## config.mk

```make
export PLATFORM = sky130hd
export DESIGN_NAME = lab5_ram_arbiter
export DESIGN_NICKNAME = d
export VERILOG_FILES = /design/src/rtl/lab5_ram_pkg.sv /design/src/rtl/lab5_ram_arbiter_rr_arb2.sv /design/src/rtl/lab5_ram_arbiter.sv
export SDC_FILE = /design/constraint.sdc
export NUM_CORES = 1
export LEC_CHECK = 0
export BUFFER_PORTS_ARGS = -buffer_cell sky130_fd_sc_hd__buf_4
export CAP_MARGIN = 5
export CELL_PAD_IN_SITES_DETAIL_PLACEMENT = 1
export CELL_PAD_IN_SITES_GLOBAL_PLACEMENT = 2
export CORE_MARGIN = 3
export CORE_UTILIZATION = 28
export DETAILED_ROUTE_END_ITERATION = 10
export GPL_TIMING_DRIVEN = 0
export PLACE_DENSITY = 0.75
export RECOVER_POWER = 100
export SETUP_SLACK_MARGIN = 0.05
export SYNTH_ARGS = -nofsm -noshare
export SYNTH_HDL_FRONTEND = slang
export SYNTH_SLANG_ARGS = --single-unit
```

## constraint.sdc

```tcl
create_clock -name clk -period 1.71 [get_ports clk]
set_input_delay 0.342 -clock clk [delete_from_list [all_inputs] [get_ports clk]]
set_output_delay 0.342 -clock clk [all_outputs]
set_load 0.03 [all_outputs]
```

## src/rtl/lab5_ram_pkg.sv

```systemverilog
// Shared defaults and FSM state encoding for the Lab5RAM two-requester arbiter.
package lab5_ram_pkg;
  localparam int AW_DEF     = 6;
  localparam int DW_DEF     = 8;
  localparam int RD_LAT_DEF = 1;

  typedef enum logic [1:0] {
    IDLE  = 2'd0,
    ISSUE = 2'd1,
    WAIT  = 2'd2
  } state_t;
endpackage

```

## src/rtl/lab5_ram_arbiter_rr_arb2.sv

```systemverilog
// Combinational 2-way round-robin picker; ptr names the requester favoured on a tie.
module rr_arb2 (
  input  logic [1:0] req,
  input  logic       ptr,
  output logic [1:0] gnt
);

  // One-hot winner, or zero when nobody asks.
  always_comb begin
    gnt = 2'b00;
    case (req)
      2'b01:   gnt = 2'b01;
      2'b10:   gnt = 2'b10;
      2'b11:   gnt = ptr ? 2'b10 : 2'b01;
      default: gnt = 2'b00;
    endcase
  end

endmodule

```

## src/rtl/lab5_ram_arbiter.sv

```systemverilog
// Shares one single-port Lab5RAM between two requesters: round-robin grant,
// one registered strobe cycle per access, read data returned with a valid pulse.
module lab5_ram_arbiter
  import lab5_ram_pkg::*;
#(
  parameter int AW     = AW_DEF,
  parameter int DW     = DW_DEF,
  parameter int RD_LAT = RD_LAT_DEF
) (
  input  logic          clk,
  input  logic          rst_n,
  input  logic          req0,
  input  logic          req1,
  input  logic          wr0,
  input  logic          wr1,
  input  logic [AW-1:0] addr0,
  input  logic [AW-1:0] addr1,
  input  logic [DW-1:0] wdata0,
  input  logic [DW-1:0] wdata1,
  output logic          gnt0,
  output logic          gnt1,
  output logic          rvalid0,
  output logic          rvalid1,
  output logic [DW-1:0] rdata0,
  output logic [DW-1:0] rdata1,
  output logic          busy,
  output logic [DW-1:0] ram_in,
  output logic [AW-1:0] ram_addr,
  output logic          ram_cs,
  output logic          ram_wr,
  input  logic [DW-1:0] ram_out
);

  localparam int CNT_W = $clog2(RD_LAT + 1);

  state_t             r_state;
  logic               r_ptr;
  logic               r_owner;
  logic [CNT_W-1:0]   r_cnt;
  logic               r_ram_cs;
  logic               r_ram_wr;
  logic [AW-1:0]      r_ram_addr;
  logic [DW-1:0]      r_ram_in;
  logic [1:0]         r_rvalid;
  logic [DW-1:0]      r_rdata0;
  logic [DW-1:0]      r_rdata1;
  logic [1:0]         w_req;
  logic [1:0]         w_gnt;

  // Requests are only visible to the picker while idle, so gnt is an IDLE-only Mealy output.
  assign w_req = (r_state == IDLE) ? {req1, req0} : 2'b00;

  rr_arb2 u_rr_arb2 (
    .req (w_req),
    .ptr (r_ptr),
    .gnt (w_gnt)
  );

  // FSM, request latch (held in the RAM strobe registers), latency counter and read return.
  always_ff @(posedge clk or negedge rst_n) begin
    if (!rst_n) begin
      r_state    <= IDLE;
      r_ptr      <= 1'b0;
      r_owner    <= 1'b0;
      r_cnt      <= '0;
      r_ram_cs   <= 1'b0;
      r_ram_wr   <= 1'b0;
      r_ram_addr <= '0;
      r_ram_in   <= '0;
      r_rvalid   <= 2'b00;
      r_rdata0   <= '0;
      r_rdata1   <= '0;
    end else begin
      r_rvalid <= 2'b00;
      case (r_state)
        IDLE: begin
          if (w_gnt != 2'b00) begin
            r_owner    <= w_gnt[1];
            r_ptr      <= ~w_gnt[1];
            r_ram_cs   <= 1'b1;
            r_ram_wr   <= w_gnt[1] ? wr1 : wr0;
            r_ram_addr <= w_gnt[1] ? addr1 : addr0;
            r_ram_in   <= w_gnt[1] ? wdata1 : wdata0;
            r_state    <= ISSUE;
          end
        end
        ISSUE: begin
          r_ram_cs <= 1'b0;
          r_ram_wr <= 1'b0;
          if (r_ram_wr) begin
            r_state <= IDLE;
          end else begin
            r_cnt   <= CNT_W'(RD_LAT);
            r_state <= WAIT;
          end
        end
        WAIT: begin
          if (r_cnt == CNT_W'(1)) begin
            if (r_owner) r_rdata1 <= ram_out;
            else         r_rdata0 <= ram_out;
            r_rvalid[r_owner] <= 1'b1;
            r_state           <= IDLE;
          end else begin
            r_cnt <= r_cnt - CNT_W'(1);
          end
        end
        default: begin
          r_ram_cs <= 1'b0;
          r_ram_wr <= 1'b0;
          r_state  <= IDLE;
        end
      endcase
    end
  end

  assign gnt0     = w_gnt[0];
  assign gnt1     = w_gnt[1];
  assign busy     = (r_state != IDLE);
  assign ram_cs   = r_ram_cs;
  assign ram_wr   = r_ram_wr;
  assign ram_addr = r_ram_addr;
  assign ram_in   = r_ram_in;
  assign rvalid0  = r_rvalid[0];
  assign rvalid1  = r_rvalid[1];
  assign rdata0   = r_rdata0;
  assign rdata1   = r_rdata1;

endmodule
```

==> results.json <==
{
  "start_kind": "flip-flop",
  "die_h_um": 82.1,
  "diodes": 0,
  "async_flop_share_pct": 100,
  "cts_buffers": 5,
  "ys_warn_count": 0,
  "clock.fmax_mhz": 581,
  "synth_nets": 158,
  "dr.max_layer_used": "met4",
  "grt_pass1_wl_mm": 7.00,
  "io_pins": 79,
  "port_buffers": 78,
  "hp-class": "in -> async",
  "synth.avg_cell_area_sq_um": 14.0,
  "drc": 0,
  "tightest_slew_ns": 0.954,
  "violations": "setup timing",
  "drive_above_1_share_pct": 49.5,
  "cts-root-buf": "clkbuf_8",
  "die_area_sq_mm": 0.00674,
  "finalClockSkew_ns": 0.00816,
  "synth_top_area_share_pct": 60.2,
  "vias": 1346,
  "antenna_found_initial": 0,
  "p_total_mw": 4.97,
  "cp.arrival_ns": 1.38,
  "rows": 27,
  "synth-main-ff-cell": "dfrtp_1",
  "layout.nets": 253,
  "final-setup-viol-count": 1,
  "clock_sinks": 39,
  "place.gp.congestion": 0.716,
  "crit_fanout": 3,
  "routed_wl_mm": 4.36,
  "vdd_drop_max_uv": 943,
  "relSlewSlack_pct": 36.4,
  "synth_cells": 116,
  "min_period_ns": 1.72,
  "whs_ns": 0.196,
  "wl_met2_mm": 2.37,
  "met3RoutedLength_um": 270,
  "grt_max_degree": 40,
  "rsz0062_at_grt": "true",
  "worstPathRequired_ns": 1.37,
  "status": "complete, but fails checks",
  "grt.overflow.total": 0,
  "ys_ff_latch": 39,
  "maxSlewViolCount": 0,
  "fin_ws_ns": -0.0109,
  "cts_max_path_buffers": 2,
  "grt_pass1_vias": 1453,
  "die_x_um": 82.1,
  "core-area_sq_mm": 0.00554,
  "routedWlPerCell_um": 15.4,
  "tritoncts": "done",
  "fin_crit_sh_pct": 101,
  "critPathKind": "reg -> out",
  "cellLeakagePower_nw": 1.17,
  "grt_usage_pct": 13.6,
  "synth.yosys.seq_area_share_pct": 60.2,
  "yosys-top-cells-area": "dfrtp_1 60%, mux2_2 11%, a221o_1 5.6%",
  "syn-cell-area_sq_mm": 0.00162,
  "ys_types": 25,
  "h-tree-depth": 2,
  "timing.max_cap.violations": 0,
  "m1WireLength_mm": 1.68,
  "clkTransAtPathRegs_ns": 0.08,
  "dr.pass1.iters": 4,
  "synth_edf_count": 0,
  "start_util_pct": 29.3,
  "pwr_density_cell_mw_per_mm2": 2060,
  "nFillCells": 629,
  "vias_per_cell": 4.74,
  "synth_area_leader_cell": "dfrtp_1",
  "dpl.hpwl_mm": 3.31,
  "cp-end-kind": "primary output",
  "ant_nets": 0,
  "drtIter0Drc": 52,
  "hold_viol": 0,
  "area_delta_synth_final_pct": 48.9,
  "insertion_delay_ns": 0.28
}
## per-layer routing
layer,GRT usage [%],vias to the layer above
met2,24.6,49
met1,16.0,671
li1,-,624
met5,0,-
met4,4.98,0
met3,2.28,2
## cell families (layout without fill, tap and decap cells)
logic type | after synthesis | count (layout) | synth area share, %
buf+inv | 10 | 106 | 3.63
mux | 16 | 16 | 11.1
compound gates | 22 | 22 | 13.1
simple gates | 29 | 29 | 12.0
flops | 39 | 39 | 60.2
## area by class of cell
cell class,count,area [sq um],share of cell area [%]
flip-flops and latches,39,978,40.5
multi-input cells,67,618,25.6
repair buffers,88,528,21.9
well taps,72,90.1,3.73
clock buffers,6,72.6,3.01
clock inverters,2,60.1,2.49
plain buffers,6,52.6,2.18
inverters,4,15.0,0.622
## through the flow
step	util (%)	setup TNS [ns]	setup WS (ns)	cell area [sq um]	instances
4_1_cts	44.7	-0.0274	-0.0274	2480	278
2_1_floorplan	-	0	0.300	1620	116
6_report	43.6	-0.0109	-0.0109	2410	284
5_1_grt	43.6	-0.183	-0.0468	2410	284
3_3_place_gp	41.5	0	0.0557	2300	266
3_5_place_dp	41.5	0	0.0201	2300	266
## synth_stat cells, drive strengths merged, types with 3 or more instances
cell,instances
a21o,3
a221o,15
and3,16
buf,4
dfrtp,39
inv,4
mux2,16
nand2,3
nor2,4
## timing repair
action | in CTS | in global routing
gates resized for setup | 8 | 7
pin swaps | 2 | 3
hold buffers | 0 | 0
cloned | 0 | 1
endpoints found under the setup margin | 9 | 20
buffers inserted | 4 | 5
## registers in the layout (all words and copies together), names as in the netlist
name      flops
ram_cs        1
rdata1        8
r_state       2
rdata0        8
r_rvalid      2
ram_in        8
r_owner       1
r_ptr         1
ram_wr        1
r_cnt         1
ram_addr      6
## worst paths after layout
| check | depth (start not counted) | end | startpoint | slack (ns) |
|---|---|---|---|---|
| max | 5 | gnt1 | r_ptr | -0.01 |
| min | 1 | r_rvalid[1] | rst_n | 0.20 |
| max reg2reg | 6 | ram_in[0] | r_ptr | 0.08 |
| min reg2reg | 1 | ram_cs | ram_cs | 0.50 |
| max in group asynchronous | 1 | r_state[1] | rst_n | 0.87 |
| min in group clk | 2 | ram_wr | wr0 | 0.29 |
## report_power, final
| group | internal, mW | switching (mW) | total (mW) |
|---|---|---|---|
| logic | 0.934 | 1.52 | 2.46 |
| registers | 1.36 | 0.270 | 1.63 |
| clock network | 0.583 | 0.300 | 0.883 |
## layout by cell type, fill, tap and decap left out, types with 3 or more instances in the layout
cell type	instances
mux2_2	16
dfrtp_1	37
and3_1	10
buf_4	52
a221o_1	9
a221o_2	6
nor2_1	3
clkbuf_8	5
nand2_1	3
and3_2	5
inv_1	3
clkbuf_1	37
## worst max-delay path, cell delays in order (launching register included)
cell and delay, ns:
dfrtp_1 0.43, nand2b_4 0.16, and3_4 0.16, buf_6 0.12, buf_8 0.11, buf_6 0.13
Note: power is estimated with default switching activity, not from simulation.
